--- src/rtl/caravel_ips_wb_splitter_if.sv ---
// caravel_ips_wb_splitter_if: management-side Wishbone port plus the shared/one-hot IP slave bus
interface caravel_ips_wb_splitter_if #(
  parameter int NUM_SLAVES = 4,
  parameter int SLAVE_AW = 16
);
  logic wbs_cyc_i;
  logic wbs_stb_i;
  logic wbs_we_i;
  logic [3:0] wbs_sel_i;
  logic [31:0] wbs_adr_i;
  logic [31:0] wbs_dat_i;
  logic wbs_ack_o;
  logic [31:0] wbs_dat_o;
  logic [NUM_SLAVES-1:0] s_cyc_o;
  logic [NUM_SLAVES-1:0] s_stb_o;
  logic s_we_o;
  logic [3:0] s_sel_o;
  logic [SLAVE_AW-1:0] s_adr_o;
  logic [31:0] s_dat_o;
  logic [32*NUM_SLAVES-1:0] s_dat_i;
  logic [NUM_SLAVES-1:0] s_ack_i;
  modport slave (
    input wbs_cyc_i, wbs_stb_i, wbs_we_i, wbs_sel_i, wbs_adr_i, wbs_dat_i, s_dat_i, s_ack_i,
    output wbs_ack_o, wbs_dat_o, s_cyc_o, s_stb_o, s_we_o, s_sel_o, s_adr_o, s_dat_o
  );
  modport master (
    output wbs_cyc_i, wbs_stb_i, wbs_we_i, wbs_sel_i, wbs_adr_i, wbs_dat_i, s_dat_i, s_ack_i,
    input wbs_ack_o, wbs_dat_o, s_cyc_o, s_stb_o, s_we_o, s_sel_o, s_adr_o, s_dat_o
  );
endinterface

--- src/rtl/caravel_ips_wb_splitter.sv ---
// caravel_ips_wb_splitter: decodes the user Wishbone window and runs one transaction at a time to an IP slave, with timeout/error response
module caravel_ips_wb_splitter #(
  parameter int NUM_SLAVES = 4,
  parameter logic [31:0] BASE_ADDR = 32'h3000_0000,
  parameter int SLAVE_AW = 16,
  parameter int TIMEOUT = 255,
  parameter logic [31:0] ERR_DATA = 32'hDEAD_BEEF,
  localparam int IW = NUM_SLAVES > 1 ? $clog2(NUM_SLAVES) : 1
) (
  input logic wb_clk_i,
  input logic wb_rst_i,
  caravel_ips_wb_splitter_if.slave bus,
  input logic err_clr_i,
  output logic err_o,
  output logic [IW-1:0] err_slot_o
);
  typedef enum logic [1:0] {IDLE, BUSY, DONE} state_t;
  state_t state, state_n;
  logic [15:0] cnt, cnt_n, cnt_inc;
  logic [IW-1:0] slot, slot_q, slot_n, err_slot_n;
  logic hit, err_set, ack_n, we_n;
  logic [NUM_SLAVES-1:0] sel_oh, stb_n;
  logic [3:0] bsel_n;
  logic [SLAVE_AW-1:0] adr_n;
  logic [31:0] wdat_n, rdat_n;
  assign slot = bus.wbs_adr_i[SLAVE_AW+IW-1:SLAVE_AW];
  assign hit = (bus.wbs_adr_i[31:SLAVE_AW+IW] == BASE_ADDR[31:SLAVE_AW+IW]) && (int'(slot) < NUM_SLAVES);
  assign sel_oh = NUM_SLAVES'(1) << slot;
  assign cnt_inc = (cnt == 16'(TIMEOUT)) ? cnt : cnt + 16'd1;
  always_comb begin
    state_n = state;
    cnt_n = cnt;
    slot_n = slot_q;
    stb_n = bus.s_stb_o;
    we_n = bus.s_we_o;
    bsel_n = bus.s_sel_o;
    adr_n = bus.s_adr_o;
    wdat_n = bus.s_dat_o;
    ack_n = 1'b0;
    rdat_n = '0;
    err_set = 1'b0;
    err_slot_n = err_slot_o;
    case (state)
      IDLE: if (bus.wbs_cyc_i && bus.wbs_stb_i) begin
        we_n = bus.wbs_we_i;
        bsel_n = bus.wbs_sel_i;
        adr_n = bus.wbs_adr_i[SLAVE_AW-1:0];
        wdat_n = bus.wbs_dat_i;
        slot_n = slot;
        if (hit) begin
          stb_n = sel_oh;
          cnt_n = '0;
          state_n = BUSY;
        end else begin
          ack_n = 1'b1;
          rdat_n = ERR_DATA;
          err_set = 1'b1;
          err_slot_n = '0;
          state_n = DONE;
        end
      end
      BUSY: begin
        cnt_n = cnt_inc;
        // abort beats ack, and ack beats a timeout landing in the same cycle
        if (!bus.wbs_cyc_i) begin
          stb_n = '0;
          state_n = IDLE;
        end else if (bus.s_ack_i[slot_q]) begin
          stb_n = '0;
          ack_n = 1'b1;
          rdat_n = bus.s_dat_i[32*int'(slot_q) +: 32];
          state_n = DONE;
        end else if (cnt_inc == 16'(TIMEOUT)) begin
          stb_n = '0;
          ack_n = 1'b1;
          rdat_n = ERR_DATA;
          err_set = 1'b1;
          err_slot_n = slot_q;
          state_n = DONE;
        end
      end
      DONE: state_n = IDLE;
      default: state_n = IDLE;
    endcase
  end
  always_ff @(posedge wb_clk_i or posedge wb_rst_i)
    if (wb_rst_i) begin
      state <= IDLE;
      cnt <= '0;
      slot_q <= '0;
      bus.s_cyc_o <= '0;
      bus.s_stb_o <= '0;
      bus.s_we_o <= 1'b0;
      bus.s_sel_o <= '0;
      bus.s_adr_o <= '0;
      bus.s_dat_o <= '0;
      bus.wbs_ack_o <= 1'b0;
      bus.wbs_dat_o <= '0;
      err_o <= 1'b0;
      err_slot_o <= '0;
    end else begin
      state <= state_n;
      cnt <= cnt_n;
      slot_q <= slot_n;
      bus.s_cyc_o <= stb_n;
      bus.s_stb_o <= stb_n;
      bus.s_we_o <= we_n;
      bus.s_sel_o <= bsel_n;
      bus.s_adr_o <= adr_n;
      bus.s_dat_o <= wdat_n;
      bus.wbs_ack_o <= ack_n;
      bus.wbs_dat_o <= rdat_n;
      err_o <= err_set | (err_o & ~err_clr_i);
      err_slot_o <= err_slot_n;
    end
endmodule

--- src/flat_wrapper.sv ---
// flat-port wrapper written by rule: the top's interface ports become plain ports
module caravel_ips_wb_splitter_flat 
#(
  parameter int NUM_SLAVES = 4,
  parameter logic [31:0] BASE_ADDR = 32'h3000_0000,
  parameter int SLAVE_AW = 16,
  parameter int TIMEOUT = 255,
  parameter logic [31:0] ERR_DATA = 32'hDEAD_BEEF,
  localparam int IW = NUM_SLAVES > 1 ? $clog2(NUM_SLAVES) : 1
)
  (wb_clk_i, wb_rst_i, err_clr_i, err_o, err_slot_o, bus_wbs_cyc_i, bus_wbs_stb_i, bus_wbs_we_i, bus_wbs_sel_i, bus_wbs_adr_i, bus_wbs_dat_i, bus_s_dat_i, bus_s_ack_i, bus_wbs_ack_o, bus_wbs_dat_o, bus_s_cyc_o, bus_s_stb_o, bus_s_we_o, bus_s_sel_o, bus_s_adr_o, bus_s_dat_o);
  caravel_ips_wb_splitter_if #(.NUM_SLAVES(NUM_SLAVES), .SLAVE_AW(SLAVE_AW)) bus_i ();
  input logic wb_clk_i;
  input logic wb_rst_i;
  input logic err_clr_i;
  output logic err_o;
  output logic [IW-1:0] err_slot_o;
  input wire logic [$bits(bus_i.wbs_cyc_i)-1:0] bus_wbs_cyc_i;
  input wire logic [$bits(bus_i.wbs_stb_i)-1:0] bus_wbs_stb_i;
  input wire logic [$bits(bus_i.wbs_we_i)-1:0] bus_wbs_we_i;
  input wire logic [$bits(bus_i.wbs_sel_i)-1:0] bus_wbs_sel_i;
  input wire logic [$bits(bus_i.wbs_adr_i)-1:0] bus_wbs_adr_i;
  input wire logic [$bits(bus_i.wbs_dat_i)-1:0] bus_wbs_dat_i;
  input wire logic [$bits(bus_i.s_dat_i)-1:0] bus_s_dat_i;
  input wire logic [$bits(bus_i.s_ack_i)-1:0] bus_s_ack_i;
  output wire logic [$bits(bus_i.wbs_ack_o)-1:0] bus_wbs_ack_o;
  output wire logic [$bits(bus_i.wbs_dat_o)-1:0] bus_wbs_dat_o;
  output wire logic [$bits(bus_i.s_cyc_o)-1:0] bus_s_cyc_o;
  output wire logic [$bits(bus_i.s_stb_o)-1:0] bus_s_stb_o;
  output wire logic [$bits(bus_i.s_we_o)-1:0] bus_s_we_o;
  output wire logic [$bits(bus_i.s_sel_o)-1:0] bus_s_sel_o;
  output wire logic [$bits(bus_i.s_adr_o)-1:0] bus_s_adr_o;
  output wire logic [$bits(bus_i.s_dat_o)-1:0] bus_s_dat_o;
  assign bus_i.wbs_cyc_i = bus_wbs_cyc_i;
  assign bus_i.wbs_stb_i = bus_wbs_stb_i;
  assign bus_i.wbs_we_i = bus_wbs_we_i;
  assign bus_i.wbs_sel_i = bus_wbs_sel_i;
  assign bus_i.wbs_adr_i = bus_wbs_adr_i;
  assign bus_i.wbs_dat_i = bus_wbs_dat_i;
  assign bus_i.s_dat_i = bus_s_dat_i;
  assign bus_i.s_ack_i = bus_s_ack_i;
  assign bus_wbs_ack_o = bus_i.wbs_ack_o;
  assign bus_wbs_dat_o = bus_i.wbs_dat_o;
  assign bus_s_cyc_o = bus_i.s_cyc_o;
  assign bus_s_stb_o = bus_i.s_stb_o;
  assign bus_s_we_o = bus_i.s_we_o;
  assign bus_s_sel_o = bus_i.s_sel_o;
  assign bus_s_adr_o = bus_i.s_adr_o;
  assign bus_s_dat_o = bus_i.s_dat_o;
  caravel_ips_wb_splitter #(.NUM_SLAVES(NUM_SLAVES), .BASE_ADDR(BASE_ADDR), .SLAVE_AW(SLAVE_AW), .TIMEOUT(TIMEOUT), .ERR_DATA(ERR_DATA)) u_core (.wb_clk_i(wb_clk_i), .wb_rst_i(wb_rst_i), .bus(bus_i), .err_clr_i(err_clr_i), .err_o(err_o), .err_slot_o(err_slot_o));
endmodule
--- config.mk ---
export PLATFORM = sky130hd
export DESIGN_NAME = caravel_ips_wb_splitter_flat
export DESIGN_NICKNAME = d
export VERILOG_FILES = /design/src/rtl/caravel_ips_wb_splitter_if.sv /design/src/rtl/caravel_ips_wb_splitter.sv /design/src/flat_wrapper.sv
export SDC_FILE = /design/constraint.sdc
export NUM_CORES = 1
export LEC_CHECK = 0
export BUFFER_PORTS_ARGS = -buffer_cell sky130_fd_sc_hd__buf_2
export CORE_AREA = 3 3 116 118
export CTS_CLUSTER_SIZE = 14
export DETAILED_ROUTE_END_ITERATION = 8
export DIE_AREA = 0 0 119 121
export HOLD_SLACK_MARGIN = 0.02
export PLACE_DENSITY = 0.8
export SYNTH_ARGS = -nofsm -noshare
export SYNTH_HDL_FRONTEND = slang
export SYNTH_SLANG_ARGS = --single-unit
--- constraint.sdc ---
create_clock -name wb_clk_i -period 9.6 [get_ports wb_clk_i]
set_input_delay 2.4 -clock wb_clk_i [delete_from_list [all_inputs] [get_ports wb_clk_i]]
set_output_delay 2.4 -clock wb_clk_i [all_outputs]
set_load 0.02 [all_outputs]
* After elaboration in Yosys (flattened, before gate mapping) *
Index checks and enable logic that the tools add are counted.

cells by class
  add/subtract/negate cells = 1
  order comparisons = 1
  equal/unequal tests = 11
  shift-type cells = 2
  mux-type cells = 39
  bitwise logic cells = 3
  reduce and logical (&&, ||, !) cells = 8

operator list
  cell                                                                     count
  32-bit 2-to-1 mux                                                        5
  128-bit by 8-bit variable part select with 32-bit output                 1
  32-bit case mux with 2 select lines                                      1
  16-bit 2-to-1 mux                                                        3
  16-bit by 8-bit equality test with 1-bit output, second input constant   2
  16-bit case mux with 2 select lines                                      1
  2-bit 2-to-1 mux                                                         10
  4-bit 2-to-1 mux                                                         5
  16-bit by 1-bit adder with 16-bit output, second input constant          1
  14-bit by 12-bit equality test with 1-bit output, second input constant  1
  1-bit 2-to-1 mux                                                         8
  2-bit case mux with 2 select lines                                       2
  4-bit case mux with 2 select lines                                       1
  2-bit by 1-bit inequality test with 1-bit output, second input constant  3
  2-bit inequality test, second input constant                             3
  6-bit AND reduction                                                      1
  4-bit by 2-bit inequality test with 1-bit output, second input constant  1
  1-bit case mux with 2 select lines                                       2
  2-bit AND reduction                                                      2
  4-bit AND reduction                                                      1
  1-bit by 2-bit left shift with 4-bit output, first input constant        1
  2-bit by 3-bit < comparator with 1-bit output, second input constant     1
  3-bit AND reduction                                                      1
  1-bit binary-select mux with 2-bit select                                1
  other kinds (7)                                                          7

word-level totals
  bits in registers = 113
  output and inout port bits = 97
  logic and storage cells = 77

* Depth between registers and ports, before layout *
  depth in word-level cells = 8
  gate-level depth with buffers = 9
  mapped depth without buffers = 7

* Worst setup path before layout *
OpenSTA, ideal clock, no wires.

  path type = input port to flip-flop
  start = input port bus_s_ack_i[3]
  end = register u_core.bus.wbs_dat_o[0]
  library setup time = 0.144 ns
  arrival time = 4.031 ns
  required time = 9.456 ns
  setup slack = 5.426 ns
  stages on the path = 6
  cell sequence = mux4_2 > nand3_1 > and2_1 > clkbuf_1 > buf_1 > a21oi_2

on the way
  longest elaborated chain between the ends = 5

RTL lines
  element                                    line                              text
  start: declaration                         flat_wrapper.sv:25                input wire logic [$bits(bus_i.s_ack_i)-1:0] bus_s_ack_i;
  1-bit binary-select mux with 2-bit select  caravel_ips_wb_splitter.sv:68     end else if (bus.s_ack_i[slot_q]) begin
  1-bit 2-to-1 mux (implied by the code)     caravel_ips_wb_splitter.sv:68
  32-bit 2-to-1 mux                          caravel_ips_wb_splitter.sv:68
  32-bit 2-to-1 mux                          caravel_ips_wb_splitter.sv:65     if (!bus.wbs_cyc_i) begin
  32-bit case mux with 2 select lines        caravel_ips_wb_splitter.sv:43     case (state)
  net u_core.rdat_n[0]                       caravel_ips_wb_splitter.sv:25     logic [31:0] wdat_n, rdat_n;
  end signal: assignment                     caravel_ips_wb_splitter.sv:112    bus.wbs_dat_o <= rdat_n;
  end: declaration                           caravel_ips_wb_splitter_if.sv:24  output wbs_ack_o, wbs_dat_o, s_cyc_o, s_stb_o, s_we_o, s_sel_o, s_adr_o, s_dat_o

The timed path passes the listed nets, and every way through them passes these cells. The select of a mux whose other input is x is not followed.
A chain may end at the register's enable or synchronous reset.

* Worst setup path in the final report *
  start = input port bus_wbs_adr_i[22]
  end = register u_core.bus.wbs_dat_o[15]

on the way
  longest elaborated chain between the ends = 4

RTL lines
  element                                           line                           text
  start: declaration                                flat_wrapper.sv:22             input wire logic [$bits(bus_i.wbs_adr_i)-1:0] bus_wbs_adr_i;
  14-bit by 12-bit equality test with 1-bit output  caravel_ips_wb_splitter.sv:27  assign hit = (bus.wbs_adr_i[31:SLAVE_AW+IW] == BASE_ADDR[31:SLAVE_AW+IW]) && (int'(slot) < NUM_SLAVES);
  32-bit 2-to-1 mux                                 caravel_ips_wb_splitter.sv:50  if (hit) begin
  32-bit 2-to-1 mux                                 caravel_ips_wb_splitter.sv:44  IDLE: if (bus.wbs_cyc_i && bus.wbs_stb_i) begin
  32-bit case mux with 2 select lines               caravel_ips_wb_splitter.sv:43
  net u_core.rdat_n[15]                             caravel_ips_wb_splitter.sv:25

The timed path passes the listed nets, and every way through them passes these cells.

==> out/metrics.cfg <==
[sta]
fin_crit_ns=3.86
rsz0062_at_grt=false
worstMarginPinSlew_ns=0.862
setup_tns_ns=0
finalSetupViolCount=0
maxSlewHeadroom_pct=42.4
clock_skew_ns=0.00677
slew_violations=0
fmax_ghz=0.259
hold_viol_final=0
fin_crit_sh_pct=40.2

[run]
max-cap-violations=0

[clock_tree]
cts-root-buf=clkbuf_16
numCtsBuffers=17
postCtsSetupBuffers=0
h-tree-depth=4
post_cts_resized=0
cts_tree=done
clk_pin_slew_ns=0.05
clk_path_buf_depth=2
ctsHoldBuffers=0
clock-sinks=113
clk_latency_ns=0.40

[finish]
layout_commonest_cell=buf_2
layout.nets=959
mostFrequentLayoutCells=buf_2, dfrtp_1, mux2_2
drive_gt1_share_pct=59.3
seqCellArea_um2=2830
area_delta_synth_final_pct=38.5
nFillCells=962
multiInputGateArea_um2=2690
final_cells=939

[synth]
synth_warnings=0
synth-seq-area-share_pct=49.4
avgSynthCellArea_um2=12.4
netlist_area_um2=5720
netlist_instances=463
ys.flop_type=dfrtp_1
synth_cell_type_count=49
synth-seq-cells=113
async_flop_share_pct=100
synth_fp_nets=670
synth_edf_count=0

[power]
p_int_mw=1.13
sw_frac_of_total_pct=26.5
vdd_drop_max_v=0.000108
combPwrFrac_pct=21.8
power_mw=1.54
p_switching_mw=0.407
seqPwrFrac_pct=35.7
p_leak_nw=3.81
cellPowerDensity_nw_per_um2=194
pwr-share-clk_pct=42.5

[hold_path]
min-delay-start=u_core.bus.s_dat_o[20]$_DFFE_PP0P_
hold_end=u_core.bus.s_dat_o[20]$_DFFE_PP0P_
holdPathStages=1
min_path_type=reg -> reg

[setup_path]
crit_required_ns=9.87
reg2reg_from=u_core.cnt[0]$_DFFE_PP0P_
critPathKind=in -> reg
path_max_fanout=24
r2r_slack_ns=6.26
worstPathArrival_ns=4.13
critPathLaunchType=input pin
r2r_cells=8
r2r-end=u_core.bus.wbs_dat_o[7]$_DFF_PP0_
end_kind=flip-flop

[detailed_routing]
vias_per_cell=5.29
vias=4967
ant_nets=0
drc=0
drt_wl_total_mm=16.1
first_pass_iters=5
first_iter_violations=401
wl_per_cell_um=17.2

[global_route]
track_usage_pct=22.0
antenna_found_initial=3
grt_start_max_net_pins=61
grt_pass1_wl_mm=25.3
grt_pass1_vias=5102
grt.overflow.total=0

[placement]
port_buffers=302
placed_cells=905
place.gp.congestion=0.889
dp_hpwl_mm=12.4

[status]
status=finished, final reports clean

[floorplanning]
dieArea_um2=14400
die_w_um=119
coreArea_um2=12600
pin_count=303
die_h_um=121
row_count=41
start_util_pct=45.5

flip-flops by register name, summed over array words and instances (netlist names), 2 cells and up:
signal	count
u_core.cnt	16
u_core.err_slot_o	2
u_core.bus.s_adr_o	16
u_core.slot_q	2
u_core.state	2
u_core.bus.s_cyc_o	4
u_core.bus.s_sel_o	4
u_core.bus.wbs_dat_o	32
u_core.bus.s_dat_o	32
through the flow:
step           hold WS [ns]  setup WS (ns)  area (um^2)  util, %
3_3_place_gp          0.483           5.44         7300     58.1
5_1_grt               0.513           5.62         7930     63.1
2_1_floorplan         0.508           4.21         5720        -
6_report              0.498           5.74         7930     63.1
3_5_place_dp          0.490           5.42         7300     58.1
4_1_cts               0.501           5.79         7920     63.0
logic make-up (layout without fill, tap and decap cells):
logic type,Yosys count,in the layout,share of synthesized area (%)
AO/OA/AOI/OAI,83,83,9.73
XOR/XNOR,6,6,0.918
adder cells (fa/ha/maj),1,1,0.219
buffers and inverters,41,342,3.80
flip-flops,113,113,49.4
multiplexers,89,89,24.0
other,0,3,0
AND/OR/NAND/NOR,130,130,11.9
routing by layer:
layer / global-route usage (%) / part of all wire [%] / up-vias / wire (um)
li1: - / - / 2300 / -
met1: 26.5 / 39 / 2392 / 6320
met2: 38.5 / 52 / 247 / 8400
met3: 4.94 / 6.6 / 28 / 1060
met4: 8.83 / 2.0 / 0 / 323
met5: 0 / 0 / - / 0
power by group through the flow:
stage	logic (mW)	clock network, mW	registers [mW]
floorplan	0.155	0	0.618
global placement	0.330	0	0.554
detailed placement	0.338	0	0.557
CTS	0.339	0.669	0.549
global route	0.360	0.691	0.555
finish	0.335	0.654	0.549
synth_stat cells (all sizes together) (5+ instances only):
cell	number	area, um^2
mux2	56	631
nor2	37	139
nand3	7	35.0
mux4	33	743
o31ai	5	37.5
a21oi	38	258
nand2	30	113
nor3	8	40.0
buf	18	131
dfrtp	113	2830
clkbuf	20	75.1
o21ai	18	90.1
nand4	10	68.8
nor4	5	46.3
or4	5	45.0
nor2b	9	56.3
worst max-delay path, stage by stage:
cell,delay (ns)
buf_2,0.10
nor4_1,0.26
nand4_1,0.25
nand2_1,0.21
nand2_1,0.50
nor2_1,0.34
a21oi_2,0.05
layout make-up:
| type | count | area share (%) |
|---|---|---|
| multi-input cells | 309 | 33.9 |
| clock inverters | 10 | 2.00 |
| repair buffers | 308 | 19.6 |
| diodes | 3 | 0.0947 |
| flip-flops and latches | 113 | 35.7 |
| inverters | 3 | 0.174 |
| clock buffers | 21 | 5.81 |
| well taps | 172 | 2.71 |
worst max path at each step:
stage,start,to,cells past startpoint
2_1_floorplan,wb_rst_i,u_core.bus.s_adr_o[0]$_DFFE_PP0P_,1
5_1_grt,bus_wbs_adr_i[19],u_core.bus.wbs_dat_o[9]$_DFF_PP0_,7
6_report,bus_wbs_adr_i[22],u_core.bus.wbs_dat_o[15]$_DFF_PP0_,7
4_1_cts,bus_wbs_adr_i[22],u_core.bus.wbs_dat_o[15]$_DFF_PP0_,7
3_5_place_dp,bus_wbs_adr_i[22],u_core.cnt[0]$_DFFE_PP0P_,6
3_3_place_gp,bus_wbs_adr_i[26],u_core.bus.wbs_dat_o[6]$_DFF_PP0_,7
Note: power is estimated with default switching activity, not from simulation.
